`src/rtl/cap_pkg.sv`:
```
// Shared types and constants for the image capture/scaler stage.
package cap_pkg;

  typedef enum logic [1:0] {
    ST_IDLE,
    ST_ARMED,
    ST_ACTIVE,
    ST_DONE
  } cap_state_e;

  // Field positions inside the assembled 16-bit RGB565 pixel.
  localparam int R_MSB = 15;
  localparam int G_MSB = 10;
  localparam int B_MSB = 4;

  localparam int H_IN_DEF  = 640;
  localparam int V_IN_DEF  = 480;
  localparam int DECIM_DEF = 2;
  localparam int H_OUT     = H_IN_DEF / DECIM_DEF;
  localparam int V_OUT     = V_IN_DEF / DECIM_DEF;
  localparam int FRAME_PIX = H_OUT * V_OUT;

  function automatic int frame_pix(input int h_in, input int v_in, input int decim);
    return (h_in / decim) * (v_in / decim);
  endfunction

endpackage

```
`src/rtl/image_capture_scaler_if.sv`:
```
// Camera byte bus plus frame-buffer write port of the capture stage.
interface image_capture_scaler_if #(
  parameter int ADDR_W = 17,
  parameter int CH_W   = 4
);
  logic                cap_vsync;
  logic                cap_href;
  logic [7:0]          cap_d;
  logic                we;
  logic [ADDR_W-1:0]   addr;
  logic [3*CH_W-1:0]   dout;

  modport master (output cap_vsync, cap_href, cap_d, input we, addr, dout);
  modport slave  (input cap_vsync, cap_href, cap_d, output we, addr, dout);
endinterface

```
`src/rtl/cap_rgb_pack.sv`:
```
// Pairs camera bytes into RGB565 pixels and truncates each channel to CH_W bits.
module cap_rgb_pack
  import cap_pkg::*;
#(
  parameter int CH_W = 4
) (
  input  logic              cap_pclk,
  input  logic              cap_rst_n,
  input  logic              cap_vsync,
  input  logic              cap_href,
  input  logic [7:0]        cap_d,
  output logic              odd_phase,
  output logic              pix_valid,
  output logic [3*CH_W-1:0] pix
);

  logic [7:0]  hi_byte;
  logic [15:0] rgb565;
  logic        unused_bits;

  // NOTE: sequential state uses non-blocking assignments so every register
  // samples pre-edge values regardless of statement order.
  always_ff @(posedge cap_pclk or negedge cap_rst_n) begin
    if (!cap_rst_n) begin
      odd_phase <= 1'b0;
      hi_byte   <= '0;
    end else begin
      if (!cap_href || cap_vsync) odd_phase <= 1'b0;
      else                        odd_phase <= ~odd_phase;
      if (cap_href && !odd_phase) hi_byte <= cap_d;
    end
  end

  // The odd byte completes the pixel in the same cycle it is presented.
  assign rgb565    = {hi_byte, cap_d};
  assign pix_valid = cap_href & odd_phase & ~cap_vsync;
  assign pix       = {rgb565[R_MSB -: CH_W], rgb565[G_MSB -: CH_W], rgb565[B_MSB -: CH_W]};

  // Low-order channel bits are intentionally discarded by the truncation.
  assign unused_bits = ^rgb565;

endmodule

```
`src/rtl/image_capture_scaler.sv`:
```
// Frame-aligned capture FSM, X/Y decimation and linear frame-buffer addressing.
module image_capture_scaler
  import cap_pkg::*;
#(
  parameter int H_IN   = H_IN_DEF,
  parameter int V_IN   = V_IN_DEF,
  parameter int DECIM  = DECIM_DEF,
  parameter int CH_W   = 4,
  parameter int ADDR_W = $clog2(FRAME_PIX)
) (
  input  logic                   cap_pclk,
  input  logic                   cap_rst_n,
  image_capture_scaler_if.slave  bus,
  input  logic                   cap_en,
  input  logic                   cap_single,
  output logic                   frame_done,
  output logic [7:0]             frame_cnt,
  output logic                   line_err,
  output logic                   ovf,
  output logic                   busy
);

  localparam int FRAME_N = frame_pix(H_IN, V_IN, DECIM);
  localparam int X_W     = $clog2(H_IN + 1) + 1;
  localparam int Y_W     = $clog2(V_IN + 1) + 1;

  localparam logic [X_W-1:0]    H_END   = X_W'(H_IN);
  localparam logic [Y_W-1:0]    V_END   = Y_W'(V_IN);
  localparam logic [X_W-1:0]    X_MASK  = X_W'(DECIM - 1);
  localparam logic [Y_W-1:0]    Y_MASK  = Y_W'(DECIM - 1);
  localparam logic [ADDR_W:0]   PTR_END = (ADDR_W + 1)'(FRAME_N);

  cap_state_e        state;
  logic              prev_vsync;
  logic              prev_href;
  logic [X_W-1:0]    x;
  logic [Y_W-1:0]    y;
  logic [Y_W-1:0]    y_inc;
  logic [ADDR_W:0]   wr_ptr;
  logic              odd_phase;
  logic              pix_valid;
  logic [3*CH_W-1:0] pix;
  logic              vs_fall, vs_rise, href_fall, dec_ok;

  cap_rgb_pack #(.CH_W(CH_W)) u_pack (
    .cap_pclk  (cap_pclk),
    .cap_rst_n (cap_rst_n),
    .cap_vsync (bus.cap_vsync),
    .cap_href  (bus.cap_href),
    .cap_d     (bus.cap_d),
    .odd_phase (odd_phase),
    .pix_valid (pix_valid),
    .pix       (pix)
  );

  assign vs_fall   = prev_vsync & ~bus.cap_vsync;
  assign vs_rise   = ~prev_vsync & bus.cap_vsync;
  assign href_fall = prev_href & ~bus.cap_href;
  assign dec_ok    = ((x & X_MASK) == '0) && ((y & Y_MASK) == '0);
  // Line accounting is folded in first so a coincident vsync rise sees the new y.
  assign y_inc     = y + Y_W'(href_fall);

  always_ff @(posedge cap_pclk or negedge cap_rst_n) begin
    if (!cap_rst_n) begin
      state      <= ST_IDLE;
      prev_vsync <= 1'b0;
      prev_href  <= 1'b0;
      x          <= '0;
      y          <= '0;
      wr_ptr     <= '0;
      bus.we     <= 1'b0;
      bus.addr   <= '0;
      bus.dout   <= '0;
      frame_done <= 1'b0;
      frame_cnt  <= '0;
      line_err   <= 1'b0;
      ovf        <= 1'b0;
      busy       <= 1'b0;
    end else begin
      prev_vsync <= bus.cap_vsync;
      prev_href  <= bus.cap_href;
      bus.we     <= 1'b0;
      frame_done <= 1'b0;
      if (bus.cap_vsync) x <= '0;

      case (state)
        ST_IDLE: begin
          if (cap_en) begin
            state <= ST_ARMED;
            busy  <= 1'b1;
          end
        end
        ST_ARMED: begin
          if (!cap_en) begin
            state <= ST_IDLE;
            busy  <= 1'b0;
          end else if (vs_fall) begin
            state    <= ST_ACTIVE;
            bus.addr <= '0;
            wr_ptr   <= '0;
            x        <= '0;
            y        <= '0;
            line_err <= 1'b0;
            ovf      <= 1'b0;
          end
        end
        ST_ACTIVE: begin
          if (pix_valid) begin
            x <= x + 1'b1;
            if (dec_ok) begin
              if (wr_ptr >= PTR_END) begin
                ovf <= 1'b1;
              end else begin
                bus.we   <= 1'b1;
                bus.addr <= wr_ptr[ADDR_W-1:0];
                bus.dout <= pix;
                wr_ptr   <= wr_ptr + 1'b1;
              end
            end
          end
          if (href_fall) begin
            x <= '0;
            y <= y_inc;
            if (odd_phase || x != H_END) line_err <= 1'b1;
          end
          if (vs_rise) begin
            if (y_inc == V_END) begin
              frame_done <= 1'b1;
              frame_cnt  <= frame_cnt + 1'b1;
            end else begin
              line_err <= 1'b1;
            end
            if (cap_single || !cap_en) begin
              state <= ST_DONE;
              busy  <= 1'b0;
            end else begin
              state <= ST_ARMED;
            end
          end
        end
        ST_DONE: begin
          if (!cap_en) state <= ST_IDLE;
        end
        default: state <= ST_IDLE;
      endcase
    end
  end

endmodule

```
`src/flat_wrapper.sv`:
```
// flat-port wrapper written by rule: the top's interface ports become plain ports
module image_capture_scaler_flat import cap_pkg::*;
#(
  parameter int H_IN   = H_IN_DEF,
  parameter int V_IN   = V_IN_DEF,
  parameter int DECIM  = DECIM_DEF,
  parameter int CH_W   = 4,
  parameter int ADDR_W = $clog2(FRAME_PIX)
)
  (cap_pclk, cap_rst_n, cap_en, cap_single, frame_done, frame_cnt, line_err, ovf, busy, bus_cap_vsync, bus_cap_href, bus_cap_d, bus_we, bus_addr, bus_dout);
  image_capture_scaler_if #(.ADDR_W(ADDR_W), .CH_W(CH_W)) bus_i ();
  input  logic cap_pclk;
  input  logic cap_rst_n;
  input  logic cap_en;
  input  logic cap_single;
  output logic frame_done;
  output logic [7:0] frame_cnt;
  output logic line_err;
  output logic ovf;
  output logic busy;
  input wire logic [$bits(bus_i.cap_vsync)-1:0] bus_cap_vsync;
  input wire logic [$bits(bus_i.cap_href)-1:0] bus_cap_href;
  input wire logic [$bits(bus_i.cap_d)-1:0] bus_cap_d;
  output wire logic [$bits(bus_i.we)-1:0] bus_we;
  output wire logic [$bits(bus_i.addr)-1:0] bus_addr;
  output wire logic [$bits(bus_i.dout)-1:0] bus_dout;
  assign bus_i.cap_vsync = bus_cap_vsync;
  assign bus_i.cap_href = bus_cap_href;
  assign bus_i.cap_d = bus_cap_d;
  assign bus_we = bus_i.we;
  assign bus_addr = bus_i.addr;
  assign bus_dout = bus_i.dout;
  image_capture_scaler #(.H_IN(H_IN), .V_IN(V_IN), .DECIM(DECIM), .CH_W(CH_W), .ADDR_W(ADDR_W)) u_core (.cap_pclk(cap_pclk), .cap_rst_n(cap_rst_n), .bus(bus_i), .cap_en(cap_en), .cap_single(cap_single), .frame_done(frame_done), .frame_cnt(frame_cnt), .line_err(line_err), .ovf(ovf), .busy(busy));
endmodule
```
`config.mk`:
```
export PLATFORM = sky130hd
export DESIGN_NAME = image_capture_scaler_flat
export DESIGN_NICKNAME = d
export VERILOG_FILES = /design/src/rtl/cap_pkg.sv /design/src/rtl/image_capture_scaler_if.sv /design/src/rtl/cap_rgb_pack.sv /design/src/rtl/image_capture_scaler.sv /design/src/flat_wrapper.sv
export SDC_FILE = /design/constraint.sdc
export NUM_CORES = 1
export LEC_CHECK = 0
export ABC_CLOCK_PERIOD_IN_PS = 4050
export BUFFER_PORTS_ARGS = -buffer_cell sky130_fd_sc_hd__buf_2
export CORE_MARGIN = 3
export CORE_UTILIZATION = 29
export CTS_CLUSTER_DIAMETER = 120
export DETAILED_ROUTE_END_ITERATION = 10
export GPL_TIMING_DRIVEN = 0
export PLACE_DENSITY = 0.47
export SYNTH_ARGS = -nofsm -noshare
export SYNTH_HDL_FRONTEND = slang
export SYNTH_HIERARCHICAL = 1
export SYNTH_SLANG_ARGS = --single-unit
```
`constraint.sdc`:
```
create_clock -name cap_pclk -period 4.05 [get_ports cap_pclk]
set_clock_uncertainty 0.1 [all_clocks]
set_input_delay 0.2025 -clock cap_pclk [delete_from_list [all_inputs] [get_ports cap_pclk]]
set_output_delay 0.2025 -clock cap_pclk [all_outputs]
set_load 0.005 [all_outputs]
```
---- After elaboration in Yosys (flattened, before gate mapping) ----
Index checks and enable logic that the tools add are counted.
cells by class
  add/subtract/negate cells ............... 4
  multipliers ............................. 0
  divide/modulo/power cells ............... 0
  order comparisons ....................... 1
  eq/ne operators ......................... 18
  shifts and indexed selects .............. 0
  mux-type cells .......................... 53
  bitwise gates (word level) .............. 10
  reductions and logical operators ........ 21
operator list
  cell                                                                 count
  two-way mux 18 bit                                                   5
  two-way mux 17 bit                                                   5
  two-way mux 11 bit                                                   5
  case mux 18 bit (2 select lines)                                     1
  case mux 17 bit (2 select lines)                                     1
  two-way mux 10 bit                                                   3
  case mux 11 bit (2 select lines)                                     1
  two-way mux 1 bit                                                    21
  case mux 10 bit (2 select lines)                                     1
  adder 18 x 1 -> 18 bit, second input constant                        1
  greater-or-equal comparator 18 x 17 -> 1 bit, second input constant  1
  != test 2 x 1 -> 1 bit, second input constant                        7
  two-way mux 2 bit                                                    6
  AND reduction 4 bit                                                  3
  AND reduction 6 bit                                                  2
  adder 11 x 1 -> 11 bit, second input constant                        1
  zero test 11 bit                                                     1
  != test 11 x 10 -> 1 bit, second input constant                      1
  adder 10 x 1 -> 10 bit                                               1
  == test 10 x 9 -> 1 bit, second input constant                       1
  zero test 10 bit                                                     1
  != test 2 bit, second input constant                                 5
  adder 8 x 1 -> 8 bit, second input constant                          1
  case mux 2 bit (4 select lines)                                      1
  other kinds (15)                                                     31
storage, ports and cells
  flip-flop bits (word level) ............. 94
  bits in latches ......................... 0
  memory bits (writable) .................. 0
  ROM bits ................................ 0
  input bits .............................. 14
  output and inout bits ................... 42
  memories ................................ 0

---- Longest topological paths before layout ----
Gate-level depths: netlist (run 1).
  word-level depth ........................ 7
  mapped depth ............................ 10

---- Hierarchy ----
The synthesis (run 1) kept the hierarchy.
modules (own cells, without submodules)
  module                instances  cells each  area an instance (µm²)  seq. area each (µm²)
  image_capture_scaler  1          456         4326.6                  2127.0
  cap_rgb_pack          1          25          381.6                   200.2

---- Worst setup path before layout (run 1) ----
OpenSTA, ideal clock, no wires.
  path type ............................... flip-flop to flip-flop
  from .................................... reg u_core.prev_href
  to ...................................... reg u_core.frame_cnt[1]
  arrival ................................. 2.507 ns
  required time ........................... 3.822 ns
  slack ................................... 1.316 ns
  cell stages (with the launch flop) ...... 9
  cell sequence ........................... dfrtp_1 > nor2b_1 > ha_1 > ha_1 > nand3_1 > or3_1 > a311oi_4 > and3_1 > mux2_1
on the way
  longest elaborated chain between the ends .. 4
RTL lines
  what                                  line                         text
  start, declared                       image_capture_scaler.sv:35   logic prev_href;
  start signal, assigned                image_capture_scaler.sv:81   prev_href <= bus.cap_href;
  bitwise AND 1 bit                     image_capture_scaler.sv:58   assign href_fall = prev_href & ~bus.cap_href;
  adder 10 x 1 -> 10 bit                image_capture_scaler.sv:61   assign y_inc = y + Y_W'(href_fall);
  == test 10 x 9 -> 1 bit               image_capture_scaler.sv:127  if (y_inc == V_END) begin
  AND reduction 3 bit (no source line)  -
  end signal, assigned                  image_capture_scaler.sv:129  frame_cnt <= frame_cnt + 1'b1;
  end, declared                         image_capture_scaler.sv:17   output logic [7:0] frame_cnt,
No other way between the ends.
A chain may end at the register's enable or synchronous reset.

---- Worst setup path after layout (run 1) ----
  from .................................... in bus_cap_href
  to ...................................... reg u_core.frame_cnt[1]
on the way
  longest elaborated chain between the ends .. 5
RTL lines
  what                                  line                         text
  start, declared                       flat_wrapper.sv:22           input wire logic [$bits(bus_i.cap_href)-1:0] bus_cap_href;
  inverter 1 bit                        image_capture_scaler.sv:58
  bitwise AND 1 bit                     image_capture_scaler.sv:58
  adder 10 x 1 -> 10 bit                image_capture_scaler.sv:61
  == test 10 x 9 -> 1 bit               image_capture_scaler.sv:127
  AND reduction 3 bit (no source line)  -
No other way between the ends.

==> metrics.txt, run 1 <==
# hold bufs at CTS=10; PostCTS Resize Cnt=0; Clock Tree Buf Depth=2; antenna violations before repair=0; Synth async-reset ratio=100%; insertion delay to the later sink of the worst-skew pair=0.35 ns; synth cell count leaders=93 x dfrtp_1, 73 x nand2_1, 32 x o21ai_0; IO Port Bufs=54; Leakage Power=2.56 nW; WL final=11200 µm; Tcrit/Tclk final=85.4%; DRC=0; Netlist cell types=56; Setup crit start kind=input port; global-route wire length before repair=19200 µm; register area share after synthesis=49.4%; Mean Syn Cell Area=9.79 µm²; measured slew at the worst slew-check pin=0.750 ns; vias per inst=4.81; TritonCTS Buffers=9; Worst Path Required=4.17 ns; number of flops mapped to enable cells by yosys=0; most frequent cell after synthesis=dfrtp_1; First-pass DRT Iterations=5; final hold violation count=0; vias in the first global route=3697; ys flop type=dfrtp_1; I/O pins=56; Crit Path Class=input port to flop; post-DP HPWL=7800 µm; Synth top area share=49.4%; row cnt=45; Critical Path Max Stage Delay=0.52 ns; Hold Path Class=input port to flop; Worst-path clk slew=0.06 ns; CTS tree=built; Setup Buffers After CTS=0; unrepaired setup endpoints after global routing=false; final setup vio count=0; Synth Cell Area=4710 µm²; core box area=15500 µm²; #FFs+latches synth=93; critical path's top delay family=simple AND/OR/NAND/NOR gates; cells along the critical path=dlygate4sd3_1 -> buf_2 -> nor2b_1 -> ha_1 -> ha_1 -> nand3_1 -> or3_1 -> a311oi_4 -> and3_1 -> mux2_1; antenna fix cells=0; Max-Cap Viols=0; Mapped Nets=508; Detailed Route Iter0 Violations=216; ANT nets after route=0; wire per inst=14.5 µm; share of layout cells above drive strength 1=19.0%; setup TNS=0 ns; Clock Sinks=93; H-tree depth=3; Die Wd=133 µm; flop-to-flop setup slack=0.77 ns; PwrDens=428 nW/µm²; max-slew violations=0; cell mode on critical path=ha_1; root buffer cell=clkbuf_16; Initial Utilization=30.3%; via count=3715; total global routing overflow=0; Post-Place Cell Area=5270 µm²; worst-path maximum fanout=8; Layout Nets=584; Die Ht=133 µm; GP Congestion=0.811; peak supply drop=0.000209 V; post-synth top area cell=dfrtp_1; status=complete, no violations; Area contributors post-synth=dfrtp_1 49%, nand2_1 5.8%, ha_1 3.5%, o21ai_0 3.4%, mux2_2 3.3%; Achievable Freq=289 MHz; Worst Path Buf+Inv=2; Area Growth Syn to Fin=19.8%; Slew HR=49.8%; WP data arrival=3.58 ns; CP max-delay cell=dlygate4sd3_1; Design Area, Final=5640 µm²; largest net degree at the start of global routing=67; die area=17800 µm²; gr usage total=13.3%; CP Capture Type=flop; Finished Core Util=36.3%; Yosys warning count=6; minimum clock period=3.46 ns; Power, Total=2.42 mW; Mapped Cells=481
[report_power, final]
part	total, mW	internal [mW]	switching [mW]	leakage (nW)
registers	1.03	0.992	0.0363	1.27
logic	0.598	0.197	0.400	1.16
clock network	0.790	0.418	0.372	0.130
total	2.42	1.61	0.809	2.56
[metrics by stage]
stage / worst slack (ns) / hold WS (ns) / std cells
global route: 0.414 / 0.0181 / 773
global placement: 0.780 / 0.254 / 746
finish: 0.591 / 0.0138 / 773
detailed placement: 0.807 / 0.0597 / 747
floorplan: 1.32 / -0.193 / 481
CTS: 0.601 / 0.00371 / 773
[cell usage in the layout (no fill, tap or decap), types with 3 or more instances in the layout]
| cell | n |
|---|---|
| o21ai_0 | 32 |
| a21oi_1 | 22 |
| nor3b_1 | 3 |
| nor3_1 | 15 |
| mux2_2 | 14 |
| xor2_1 | 3 |
| a21o_1 | 4 |
| buf_2 | 56 |
| nand2b_1 | 7 |
| nor4b_1 | 3 |
| nand2_1 | 73 |
| inv_1 | 15 |
| clkbuf_16 | 9 |
| buf_4 | 6 |
| mux2_4 | 7 |
| o41ai_1 | 3 |
| o211ai_1 | 3 |
| o31ai_1 | 9 |
| o22ai_1 | 4 |
| a31oi_1 | 3 |
| nand3_1 | 13 |
| dfrtp_1 | 93 |
| ha_1 | 13 |
| or3_1 | 5 |
| a22o_1 | 8 |
| nor2b_1 | 6 |
| xnor2_1 | 6 |
| nor2_1 | 19 |
| and3_1 | 12 |
| dlygate4sd3_1 | 10 |
| clkbuf_1 | 19 |
| o21ai_1 | 20 |
| nand4_1 | 9 |
[cell families after synthesis]
family                     count (synthesis)  synth area share [%]
muxes                                     23                  6.03
adders and majority gates                 13                  3.45
buffers and inverters                     42                  3.99
DFF                                       93                  49.4
xor gates and xnor gates                   9                  1.67
AOI/OAI and AO/OA                        125                  17.0
and+or+nand+nor                          176                  18.4
[path summary, 6_finish.rpt]
kind                                      from                  endpoint  depth (start not counted)
setup / recovery                  bus_cap_href       u_core/frame_cnt[1]                         10
hold / removal                    bus_cap_d[1]  u_core/u_pack/hi_byte[1]                          2
setup reg to reg              u_core/prev_href       u_core/frame_cnt[1]                          8
hold reg to reg            u_core/frame_cnt[7]       u_core/frame_cnt[7]                          1
max in group asynchronous            cap_rst_n       u_core/frame_cnt[4]                          3
min in group asynchronous            cap_rst_n  u_core/u_pack/hi_byte[4]                          2
[per-layer routing]
layer	up-vias	share of wire, %	global-route usage (%)
met5	-	0	0
met3	7	4.0	3.55
met1	1787	48	17.7
li1	1869	-	-
met4	0	1.1	4.17
met2	52	46	21.2
[sequential cells by signal, indices dropped and copies added, names as in the netlist, 2 cells and up]
register	cells
u_core/bus.addr	17
u_core/x	11
u_core/u_pack/hi_byte	7
u_core/wr_ptr	18
u_core/state	2
u_core/frame_cnt	8
u_core/y	10
u_core/bus.dout	12
[final cells by class]
class / instances / area, µm²
plain buffers: 26 / 128
clock buffers: 11 / 233
clock inverters: 5 / 35.0
fillers: 1647 / 9900
inverters: 16 / 60.1
multi-input cells: 346 / 2190
flip-flops and latches: 93 / 2330
well taps: 211 / 264
repair buffers: 65 / 400
(Power assumes the default switching activity.)
==> run 2, diff against run 1 <==
--- a/config.mk
+++ b/config.mk
@@ -9,6 +9,7 @@
 export BUFFER_PORTS_ARGS = -buffer_cell sky130_fd_sc_hd__buf_2
 export CORE_MARGIN = 3
 export CORE_UTILIZATION = 29
+export CTS_BUF_LIST = sky130_fd_sc_hd__clkbuf_8
 export CTS_CLUSTER_DIAMETER = 120
 export DETAILED_ROUTE_END_ITERATION = 10
 export GPL_TIMING_DRIVEN = 0
==> metrics.txt, run 2 (synthesis results as in run 1) <==
gr usage total=13.3%; First-pass DRT Iterations=5; I/O pins=56; Finished Core Util=35.7%; WP data arrival=3.58 ns; reg-to-reg startpoint=u_core/prev_href; PwrDens=395 nW/µm²; Achievable Freq=292 MHz; Power, Total=2.19 mW; setup TNS=0 ns; Worst Setup SP=bus_cap_href; Largest Register=u_core/wr_ptr; Die Ht=133 µm; Clock Sinks=93; core box area=15500 µm²; biggest regs=u_core/wr_ptr x18, u_core/bus.addr x17, u_core/bus.dout x12; combinational power share=27.3%; row cnt=45; Max-Cap Viols=0; PostCTS Resize Cnt=0; minimum clock period=3.42 ns; vias in the first global route=3699; die area=17800 µm²; Slew HR=49.0%; Layout Nets=585; IO Port Bufs=54; Tcrit/Tclk final=84.5%; post-DP HPWL=7800 µm; share of layout cells above drive strength 1=19.0%; max-slew violations=0; RR Endpoint=u_core/frame_cnt[1]; H-tree depth=3; CP Capture Type=flop; flop-to-flop setup slack=0.77 ns; total global routing overflow=0; vias per inst=4.84; Setup crit start kind=input port; measured slew at the worst slew-check pin=0.761 ns; unrepaired setup endpoints after global routing=false; Internal=1.41 mW; Hold Path Class=input port to async pin; commonest non-fill, non-tap cell in the layout=dfrtp_1; fin cells=774; Crit Path Class=input port to flop; most frequent cells in the layout=93 x dfrtp_1, 73 x nand2_1, 56 x buf_2; peak supply drop=0.000162 V; antenna violations before repair=0; Reg2Reg Depth=8; max FFs per register=18; WL final=11200 µm; DRC=0; largest net degree at the start of global routing=67; CTS tree=built; final setup vio count=0; sequential fraction of design power=46.9%; global-route wire length before repair=19200 µm; wire per inst=14.4 µm; Clk pwr share=25.9%; Worst Setup EP=u_core/frame_cnt[1]; insertion delay to the later sink of the worst-skew pair=0.38 ns; Fill cells=1646; Detailed Route Iter0 Violations=225; root buffer cell=clkbuf_8; Worst-path clk slew=0.09 ns; Area Growth Syn to Fin=17.9%; via count=3750; Sw Ratio=35.7%; Die Wd=133 µm; status=complete, no violations; TritonCTS Buffers=9; final hold violation count=0; Leakage Power=2.53 nW; GP Congestion=0.811; Initial Utilization=30.3%; worst-path maximum fanout=8; switching power=0.783 mW; ANT nets after route=0; Placed Cells=747; Worst Path Required=4.20 ns; antenna fix cells=0; Clock Tree Buf Depth=2
==> run 2: how the worst min path moves through the flow <==
stage | end | slack (ns) | cells past startpoint
floorplan | u_core/bus.addr[0] | -0.19 | 0
global placement | u_core/prev_href | 0.25 | 1
detailed placement | u_core/u_pack/hi_byte[4] | 0.06 | 1
CTS | u_core/bus.we | 0.17 | 2
global route | u_core/bus.we | 0.20 | 2
finish | u_core/bus.we | 0.18 | 2
==> run 2: per-layer routing <==
metal / global-route usage [%] / vias to the layer above / share of wire [%]
met3: 2.98 / 13 / 3.8
met5: 0 / - / 0
li1: - / 1868 / -
met1: 17.7 / 1801 / 48
met4: 5.54 / 0 / 1.8
met2: 21.1 / 68 / 46
==> run 2: layout make-up <==
| class | count | area, µm² | area share [%] |
|---|---|---|---|
| clock buffers | 9 | 124 | 2.23 |
| repair buffers | 66 | 410 | 7.40 |
| well taps | 211 | 264 | 4.76 |
| clock inverters | 7 | 42.5 | 0.767 |
| inverters | 16 | 60.1 | 1.08 |
| plain buffers | 26 | 128 | 2.30 |
| flip-flops and latches | 93 | 2330 | 41.9 |
| multi-input cells | 346 | 2190 | 39.5 |
==> run 2: repair_timing <==
| item | 4_1_cts | 5_1_grt |
|---|---|---|
| hold endpoints to repair | 38 | 0 |
| hold buffers | 11 | 0 |
| setup endpoints to repair | 0 | 0 |
| setup buffers | 0 | 0 |
==> run 2: through the flow <==
stage	setup slack (ns)	instance area [µm²]	hold WS (ns)
2_1_floorplan	1.32	4710	-0.193
3_3_place_gp	0.780	5240	0.254
3_5_place_dp	0.807	5270	0.0597
4_1_cts	0.644	5550	0.167
5_1_grt	0.458	5550	0.202
6_report	0.627	5550	0.181
==> run 2: critical path: stages <==
cell           delay (ns)
dlygate4sd3_1        0.52
buf_2                0.14
nor2b_1              0.43
ha_1                 0.24
ha_1                 0.23
nand3_1              0.19
or3_1                0.45
a311oi_4             0.52
and3_1               0.31
mux2_1               0.33
==> run 2: power groups by stage <==
stage | Clock [mW] | Sequential (mW) | Combinational, mW
after floorplan | 0 | 1.05 | 0.378
after global placement | 0 | 1.04 | 0.590
after detailed placement | 0 | 1.05 | 0.599
after CTS | 0.602 | 1.03 | 0.611
after global routing | 0.640 | 1.04 | 0.679
final | 0.567 | 1.03 | 0.598
